### config.mk
export PLATFORM = sky130hd
export DESIGN_NAME = bus_master_burst
export DESIGN_NICKNAME = d
export VERILOG_FILES = /design/src/rtl/bus_master_burst_pkg.sv /design/src/rtl/sync_fifo.sv /design/src/rtl/bus_master_burst.sv
export SDC_FILE = /design/constraint.sdc
export NUM_CORES = 1
export LEC_CHECK = 0
export ABC_AREA = 1
export BUFFER_PORTS_ARGS = -buffer_cell sky130_fd_sc_hd__buf_2
export CAP_MARGIN = 25
export CORE_MARGIN = 1
export CORE_UTILIZATION = 60
export CTS_CLUSTER_DIAMETER = 200
export DETAILED_ROUTE_END_ITERATION = 10
export PLACE_DENSITY = 0.93
export REMOVE_ABC_BUFFERS = 1
export SLEW_MARGIN = 10
export SYNTH_ARGS = -nofsm -noshare
export SYNTH_HDL_FRONTEND = slang
export SYNTH_SLANG_ARGS = --single-unit
### constraint.sdc
create_clock -name clk -period 3.6 [get_ports clk]
set_input_delay 0.36 -clock clk [delete_from_list [all_inputs] [get_ports clk]]
set_output_delay 0.36 -clock clk [all_outputs]
set_load 0.01 [all_outputs]
### src/rtl/bus_master_burst_pkg.sv
// Shared definitions for the burst bus master and its transmit queue.
package bus_master_burst_pkg;

  // Grant code that no master owns; the arbiter drives it when the bus is free.
  localparam int GRANT_IDLE = 0;

  // Common bus width defaults.
  localparam int DEFAULT_N_MASTERS = 2;
  localparam int DEFAULT_GRANT_W   = 3;
  localparam int DEFAULT_DATA_W    = 5;

  // Master sequencing states.
  typedef enum logic [1:0] {
    ST_IDLE = 2'd0,
    ST_REQ  = 2'd1,
    ST_XFER = 2'd2,
    ST_HOLD = 2'd3
  } state_e;

  // Bits needed to hold values 0..max_val, never less than one bit.
  function automatic int cnt_width(input int max_val);
    return (max_val < 2) ? 1 : $clog2(max_val + 1);
  endfunction

endpackage

### src/rtl/sync_fifo.sv
// Synchronous first-word-fall-through FIFO with occupancy count.
// Pushes while full and pops while empty are ignored internally.
module sync_fifo
  import bus_master_burst_pkg::*;
#(
  parameter int DATA_W = 5,
  parameter int DEPTH  = 4
) (
  input  logic                       clk,
  input  logic                       rst,
  input  logic                       push,
  input  logic                       pop,
  input  logic [DATA_W-1:0]          din,
  output logic [DATA_W-1:0]          dout,
  output logic                       full,
  output logic                       empty,
  output logic [cnt_width(DEPTH)-1:0] level
);

  localparam int PTR_W = $clog2(DEPTH);
  localparam int LVL_W = cnt_width(DEPTH);

  logic [DATA_W-1:0] mem_q [DEPTH];
  logic [DATA_W-1:0] mem_d [DEPTH];
  logic [PTR_W-1:0]  wr_ptr_q, wr_ptr_d;
  logic [PTR_W-1:0]  rd_ptr_q, rd_ptr_d;
  logic [LVL_W-1:0]  count_q, count_d;
  logic              push_ok;
  logic              pop_ok;

  assign full    = (count_q == LVL_W'(DEPTH));
  assign empty   = (count_q == '0);
  assign level   = count_q;
  assign dout    = mem_q[rd_ptr_q];
  assign push_ok = push && !full;
  assign pop_ok  = pop && !empty;

  // Next storage, pointer and count values; pointers wrap naturally at DEPTH.
  always_comb begin
    mem_d    = mem_q;
    wr_ptr_d = wr_ptr_q;
    rd_ptr_d = rd_ptr_q;
    count_d  = count_q;
    if (push_ok) begin
      mem_d[wr_ptr_q] = din;
      wr_ptr_d        = wr_ptr_q + 1'b1;
    end
    if (pop_ok) begin
      rd_ptr_d = rd_ptr_q + 1'b1;
    end
    if (push_ok && !pop_ok) begin
      count_d = count_q + 1'b1;
    end else if (!push_ok && pop_ok) begin
      count_d = count_q - 1'b1;
    end
  end

  // FIFO state registers; reset discards all queued words.
  always_ff @(posedge clk) begin
    if (rst) begin
      mem_q    <= '{default: '0};
      wr_ptr_q <= '0;
      rd_ptr_q <= '0;
      count_q  <= '0;
    end else begin
      mem_q    <= mem_d;
      wr_ptr_q <= wr_ptr_d;
      rd_ptr_q <= rd_ptr_d;
      count_q  <= count_d;
    end
  end

endmodule

### src/rtl/bus_master_burst.sv
// Shared-bus master: queues local words, requests the bus on a daisy-chained
// request vector and sends bounded bursts while granted, backing off after a
// full burst so other masters get a turn.
module bus_master_burst
  import bus_master_burst_pkg::*;
#(
  parameter int ID        = 1,
  parameter int N_MASTERS = DEFAULT_N_MASTERS,
  parameter int GRANT_W   = DEFAULT_GRANT_W,
  parameter int DATA_W    = DEFAULT_DATA_W,
  parameter int DEPTH     = 4,
  parameter int BURST_MAX = 3,
  parameter int HOLDOFF   = 2
) (
  input  logic                     clk,
  input  logic                     rst,
  input  logic [GRANT_W-1:0]       grant,
  input  logic [N_MASTERS-1:0]     in_request,
  output logic [N_MASTERS-1:0]     out_request,
  output logic [DATA_W-1:0]        data,
  output logic                     data_valid,
  input  logic                     wr_en,
  input  logic [DATA_W-1:0]        wr_data,
  output logic                     full,
  output logic                     empty,
  output logic [$clog2(DEPTH):0]   level,
  output logic                     overflow,
  output logic                     burst_done
);

  localparam int LVL_W   = $clog2(DEPTH) + 1;
  localparam int BURST_W = cnt_width(BURST_MAX);
  localparam int HOLD_W  = cnt_width(HOLDOFF);

  state_e               state_q, state_d;
  logic [BURST_W-1:0]   burst_cnt_q, burst_cnt_d;
  logic [BURST_W-1:0]   burst_next;
  logic [HOLD_W-1:0]    hold_cnt_q, hold_cnt_d;
  logic [DATA_W-1:0]    data_q, data_d;
  logic                 data_valid_q, data_valid_d;
  logic                 burst_done_q, burst_done_d;
  logic                 overflow_q, overflow_d;

  logic [DATA_W-1:0]    fifo_dout;
  logic                 fifo_full;
  logic                 fifo_empty;
  logic [LVL_W-1:0]     fifo_level;
  logic                 fifo_pop;
  logic                 granted;
  logic                 push_ok;
  logic                 last_word;
  logic                 own_request;
  logic [N_MASTERS-1:0] own_vec;

  sync_fifo #(
    .DATA_W (DATA_W),
    .DEPTH  (DEPTH)
  ) u_fifo (
    .clk   (clk),
    .rst   (rst),
    .push  (wr_en),
    .pop   (fifo_pop),
    .din   (wr_data),
    .dout  (fifo_dout),
    .full  (fifo_full),
    .empty (fifo_empty),
    .level (fifo_level)
  );

  assign granted   = (grant != GRANT_W'(GRANT_IDLE)) && (grant == GRANT_W'(ID));
  assign push_ok   = wr_en && !fifo_full;
  assign last_word = (fifo_level == LVL_W'(1)) && !push_ok;

  assign full       = fifo_full;
  assign empty      = fifo_empty;
  assign level      = fifo_level;
  assign data       = data_q;
  assign data_valid = data_valid_q;
  assign overflow   = overflow_q;
  assign burst_done = burst_done_q;

  // State register plus the registered bus outputs and counters.
  always_ff @(posedge clk) begin
    if (rst) begin
      state_q      <= ST_IDLE;
      burst_cnt_q  <= '0;
      hold_cnt_q   <= '0;
      data_q       <= '0;
      data_valid_q <= 1'b0;
      burst_done_q <= 1'b0;
      overflow_q   <= 1'b0;
    end else begin
      state_q      <= state_d;
      burst_cnt_q  <= burst_cnt_d;
      hold_cnt_q   <= hold_cnt_d;
      data_q       <= data_d;
      data_valid_q <= data_valid_d;
      burst_done_q <= burst_done_d;
      overflow_q   <= overflow_d;
    end
  end

  // Next state, tenure/hold-off counting and end-of-tenure detection.
  always_comb begin
    state_d      = state_q;
    burst_cnt_d  = burst_cnt_q;
    hold_cnt_d   = hold_cnt_q;
    burst_done_d = 1'b0;
    overflow_d   = overflow_q | (wr_en && fifo_full);
    burst_next   = (state_q == ST_XFER) ? burst_cnt_q + 1'b1 : BURST_W'(1);
    unique case (state_q)
      ST_IDLE: begin
        burst_cnt_d = '0;
        if (!fifo_empty || push_ok) begin
          state_d = ST_REQ;
        end
      end
      ST_REQ, ST_XFER: begin
        if (fifo_pop) begin
          burst_cnt_d = burst_next;
          state_d     = ST_XFER;
          if (burst_next == BURST_W'(BURST_MAX)) begin
            burst_done_d = 1'b1;
            burst_cnt_d  = '0;
            hold_cnt_d   = '0;
            if (HOLDOFF > 0) begin
              state_d = ST_HOLD;
            end else if (last_word) begin
              state_d = ST_IDLE;
            end else begin
              state_d = ST_REQ;
            end
          end else if (last_word) begin
            burst_done_d = 1'b1;
            burst_cnt_d  = '0;
            state_d      = ST_IDLE;
          end
        end else begin
          // Lost the grant (or never had it): keep asking, restart the count.
          burst_cnt_d = '0;
          state_d     = fifo_empty ? ST_IDLE : ST_REQ;
        end
      end
      ST_HOLD: begin
        if (hold_cnt_q == HOLD_W'(HOLDOFF - 1)) begin
          hold_cnt_d = '0;
          state_d    = fifo_empty ? ST_IDLE : ST_REQ;
        end else begin
          hold_cnt_d = hold_cnt_q + 1'b1;
        end
      end
      default: state_d = ST_IDLE;
    endcase
  end

  // Request chaining, pop decision and the next bus word (zero when idle).
  always_comb begin
    own_request      = (state_q == ST_REQ) || (state_q == ST_XFER);
    fifo_pop         = own_request && granted && !fifo_empty;
    own_vec          = '0;
    own_vec[ID-1]    = own_request;
    out_request      = in_request | own_vec;
    data_d           = fifo_pop ? fifo_dout : '0;
    data_valid_d     = fifo_pop;
  end

endmodule
* Word level (Yosys, flattened, before mapping)
Cells that the tools add are included.
** Cells by class
- Add/sub/neg operators :: 6
- Magnitude comparators :: 3
- Equality and inequality tests :: 12
- Muxes and demuxes :: 26
- Bitwise logic cells :: 6
- Reduce and logical (&&, ||, !) cells :: 27
** Operator list (number)
- 2-bit 2-to-1 mux :: 12
- 20-bit bitwise mux :: 1
- 5-bit 2-to-1 mux :: 3
- 5-bit binary-select mux with 2-bit select :: 1
- 5-bit demux with 2-bit select :: 1
- 1-bit logical AND :: 10
- 2-bit by 1-bit adder with 2-bit output (second input constant) :: 4
- 2-bit one-hot mux with 2 select lines :: 2
- 2-bit equality test (second input constant) :: 3
- 3-bit by 1-bit equality test with 1-bit output (second input constant) :: 2
- 3-bit >= comparator (second input constant) :: 2
- 3-bit 2-to-1 mux :: 2
- 2-bit inequality test (second input constant) :: 3
- 2-bit NOT with 3-bit output :: 2
- 2-bit one-hot mux with 3 select lines :: 1
- 2-bit nonzero test :: 3
- 2-bit by 1-bit equality test with 1-bit output (second input constant) :: 2
- 1-bit zero test :: 4
- 2-bit OR reduction :: 2
- 3-bit by 1-bit adder with 3-bit output (second input constant) :: 1
- 3-bit equality test (second input constant) :: 1
- 3-bit zero test :: 1
- 3-bit by 1-bit less-than comparator with 1-bit output (second input constant) :: 1
- 1-bit 2-to-1 mux :: 3
- 11 further kinds :: 13
** Word-level totals
- Flip-flop bits (word level) :: 41
- Bits of input ports :: 13

* Logic depth before layout (Yosys ltp)
- Depth in word-level cells :: 9
- Mapped depth :: 12
- Depth with buffers taken out :: 11

* By module
Synthesis repeated with hierarchy kept, for this count alone.
** Unflattened totals
- Cell total of the unflattened synthesis :: 335
- Area total of the unflattened synthesis :: 2250.9 µm²
** Modules (own cells, without submodules)
- sync_fifo :: times used 1, cells each 240, area an instance 1529.0 µm²
- bus_master_burst :: times used 1, cells each 95, area an instance 721.9 µm²

* Least setup slack after synthesis
Ideal clock, no wire load.
- Path type :: flip-flop to flip-flop
- Start :: register u_fifo.count_q[0] (netlist: u_fifo.level[0])
- End :: register u_fifo.count_q[2] (netlist: u_fifo.level[2])
- Data arrival time :: 1.795 ns
- Slack :: 1.692 ns
- Cell stages (with the launch flop) :: 12
- Period minus slack after synthesis :: 1.908 ns
- Path through :: dfxtp_1 inv_1 ha_1 nand2_2 inv_2 nor2_8 buf_6 ha_1 a21oi_1 o21ai_0 nor2_1 nor2_1
** On the way
- Elaborated cells between the ends (all ways) :: 16
- Those cells by class :: add/sub: 2; eq/ne: 1; mux: 2; reduce/logical: 11
** RTL lines
- from (decl) :: line sync_fifo.sv:27 : logic [LVL_W-1:0] count_q, count_d;
- from (signal assigned) :: line sync_fifo.sv:69 : count_q <= count_d;
- 3-bit equality test (*) :: line sync_fifo.sv:31 : assign full = (count_q == LVL_W'(DEPTH));
- via full :: line bus_master_burst.sv:24 : output logic full,
- 1-bit zero test (*)
- 1-bit logical AND (*)
- via push_ok :: line bus_master_burst.sv:50 : logic push_ok;
- 1-bit zero test :: line sync_fifo.sv:53 : end else if (!push_ok && pop_ok) begin
- 1-bit logical AND :: line sync_fifo.sv:53
- 2-bit nonzero test (no line)
The timed path passes the listed nets; every way through them passes the cells marked *. The select of a mux whose other input is x is not followed.
A chain may end at the register's enable or synchronous reset.

* Worst setup path in the final report
- Start :: register state_q[0]
- End :: register u_fifo.count_q[2] (netlist: u_fifo.level[2])
** On the way
- Longest elaborated chain between the ends :: 8
- Elaborated cells between the ends (all ways) :: 11
- Those cells by class :: eq/ne: 2; mux: 1; reduce/logical: 8
** Ends and longest elaborated chain
- from (decl) :: line bus_master_burst.sv:35 : state_e state_q, state_d;
- from (signal assigned) :: line bus_master_burst.sv:93 : state_q <= state_d;
- 2-bit by 1-bit equality test with 1-bit output / 2-bit equality test (equally long branches) :: line bus_master_burst.sv:158 : own_request = (state_q == ST_REQ) || (state_q == ST_XFER);
- 1-bit logical OR (*) :: line bus_master_burst.sv:158
- 1-bit logical AND (*) (2 in series) :: line bus_master_burst.sv:159 : fifo_pop = own_request && granted && !fifo_empty;
- 1-bit logical AND (*) :: line sync_fifo.sv:36 : assign pop_ok = pop && !empty;
- 1-bit zero test :: line sync_fifo.sv:51 : if (push_ok && !pop_ok) begin
- 1-bit logical AND :: line sync_fifo.sv:51
- 3-bit 2-to-1 mux / 2-bit nonzero test (equally long branches)
Mark *: on every way between the ends. The rest lies on a longest branch, timed or not.

==> results.toml <==
[setup_path]
required_ns = 3.92
slowest_stage = "dfxtp_1"
end_kind = "register"
start_kind = "register"
rr_worst_depth = 11
cp.depth = 11
path_max_fanout = 6
arrival_ns = 2.40
cpPeakStageDelay_ns = 0.41
crit_type = "reg2reg"
cp_cell_sequence = "inv_1 > ha_1 > inv_2 > nor2_4 > nand3_4 > ha_1 > a21oi_1 > o21ai_0 > nand2_1 > nand2_1 > nor2_1"
path_buf_inv = 2
cpLargestDelayFamily = "adder cells"

[timing]
slew-limit-headroom_pct = 59.5
worst_slew_pin_slew_ns = 0.607
setup_viol = 0
hold_slack_ns = 0.272
skew_ns = 0.0199
fmax_mhz = 480
timing.final.crit_period_ns = 2.08
slew_violations = 0
finalSetupTns_ns = 0
fin_ws_ns = 1.52
rsz0062_at_grt = "false"
fin_crit_sh_pct = 57.9
finalHoldViolations = 0

[logic_synthesis]
synthTopCellsByCount = "dfxtp_1 (41), nand2_1 (38), inv_1 (34)"
yosys_register_bits = 41
synth_top_area_share_pct = 41.7
synth_area_leaders = "dfxtp_1 (42%), ha_1 (8.3%), a21oi_1 (8.1%)"
syn_inst = 252
ys.flop_type = "dfxtp_1"
syn-cell-area_sq_um = 1970
syn_avg_cell_area_sq_um = 7.81
synth-edff-count = 0
ys_warn_count = 0
synth-async-reset-ratio_pct = 0
yosys.area.top_type = "dfxtp_1"
synth.most_common_cell = "dfxtp_1"
seq_area_frac_synth_pct = 41.7
yosysUniqueCellTypes = 28

[global_routing]
antenna_found_initial = 0
grt_overflow_total = 0
grt_use_total_pct = 26.0
grt_pass1_wl_mm = 6.72
grt_max_degree = 22
grt_pass1_vias = 1549

[routing]
firstDrtPassIters = 4
wl_mm = 4.01
drtAntennaViolNets = 0
vias_per_cell = 5.28
wl_per_cell_microns = 12.5
vias = 1695
drc = 0
drt-initial-drc-count = 78

[hold_path]
hp-class = "in2reg"
hold_depth = 3

[finish]
synthToLayoutAreaGrowth_pct = 11.3
fillers = 234
final_nets = 302
drive_above_1_share_pct = 20.2
antennaDiodeCount = 0
instances_no_fill = 321

[die]
coreArea_sq_um = 3080
rows = 20
fp.dieArea_sq_um = 3510
die-width_microns = 59.3
io_pins = 28
die_y_microns = 59.3
start_util_pct = 63.9

[pwr]
pwr-share-seq_pct = 46.2
vdd_drop_max_mv = 0.272
p_int_w = 0.000747
power.density_nw_per_um2 = 515
switching_power_w = 0.000382
p_leak_nw = 0.937
netSwitchingFraction_pct = 33.8
comb_power_share_pct = 26.5
clkPwrFrac_pct = 27.2

[placed_design]
pre_cts_ws_ns = 1.54
hpwl_mm = 2.77
dp.cells = 313
io_buffers = 25
gp_congestion = 0.778

[clock_network]
clockBufferDepth = 2
cts_root_buf = "clkbuf_4"
postCtsSetupRepairBufs = 0
cts_buffers = 5
clk_pin_slew_worst_paths_ns = 0.13
cts_tree = "yes"
clkSinkCount = 41
cts_hold_buffers = 0
h-tree-depth = 2
cts_resized = 0
clk_latency_ns = 0.37

[run]
maxCapViolations = 0

[status]
status = "finished clean"
==> final cells by class <==
cell class                      instances  area [sq um]  area share (%)
Sequential cell                        41           821            37.5
Clock inverter                          3          46.3            2.11
Clock buffer                            5          37.5            1.71
Timing Repair Buffer                   25           125            5.71
Multi-Input combinational cell        165           962            43.9
Inverter                               38           143            6.51
Tap cell                               44          55.1            2.51
==> worst register-to-register path, cell delays in order (launching register included) <==
cell and delay (ns):
dfxtp_1 0.41, inv_1 0.10, ha_1 0.38, inv_2 0.08, nor2_4 0.10, nand3_4 0.12, ha_1 0.37, a21oi_1 0.13
o21ai_0 0.12, nand2_1 0.08, nand2_1 0.05, nor2_1 0.10
==> per-layer routing <==
layer	share of wire (%)	routed length [microns]	global-route usage [%]	vias to the layer above
met4	4.6	186	17.7	0
li1	-	-	-	871
met3	4.3	174	5.90	21
met1	44	1770	32.9	754
met2	47	1880	39.3	49
met5	0	0	0	-
==> worst paths after layout <==
path | slack, ns | startpoint | endpoint
worst max-delay path | 1.52 | state_q[0] | u_fifo.level[2]
worst min-delay path | 0.27 | wr_data[4] | u_fifo.mem_q[4]
worst max register to register | 1.52 | state_q[0] | u_fifo.level[2]
worst min register to register | 0.44 | hold_cnt_q[1] | hold_cnt_q[1]
==> kinds of logic (layout without fill, tap and decap cells) <==
family	after synthesis	after routing	synth area share (%)
AND/OR/NAND/NOR	83	83	20.6
AO/OA/AOI/OAI	67	67	19.1
buffers and inverters	46	71	9.41
flip-flops	41	41	41.7
adder cells (fa/ha/maj)	13	13	8.26
XOR/XNOR	2	2	0.890
==> placed cells by master, fill, tap and decap left out, drive strengths merged, types with 2 or more instances in the layout <==
cell type,count
inv,38
o21ai,24
clkbuf,5
nand4,2
a21oi,37
o211ai,5
nand3,18
ha,13
buf,25
nor2,17
nand2,43
or2,2
dfxtp,41
==> registers in the layout, indices dropped and copies added (netlist names) <==
signal and count:
u_fifo.mem_q 20, u_fifo.level 3, data 5, u_fifo.rd_ptr_q 2, burst_done 1, u_fifo.wr_ptr_q 2
overflow 1, hold_cnt_q 2, burst_cnt_q 2, data_valid 1, state_q 2
==> power groups by stage <==
| stage | clock [W] | combinational [W] | sequential (W) |
|---|---|---|---|
| final | 0.000308 | 0.000299 | 0.000522 |
| after detailed placement | 0 | 0.000293 | 0.000532 |
| after global placement | 0 | 0.000281 | 0.000527 |
| after CTS | 0.000312 | 0.000298 | 0.000522 |
| after global routing | 0.000335 | 0.000336 | 0.000528 |
| after floorplan | 0 | 0.000213 | 0.000529 |
==> per-stage QoR <==
| stage | power, W | util, % | area, sq um |
|---|---|---|---|
| after floorplan | 0.000742 | - | 1930 |
| after global placement | 0.000808 | 68.4 | 2110 |
| after detailed placement | 0.000825 | 68.4 | 2110 |
| after CTS | 0.00113 | 71.1 | 2190 |
| after global routing | 0.00120 | 71.1 | 2190 |
| final | 0.00113 | 71.1 | 2190 |
No activity file was read; power rests on OpenSTA's default activity.
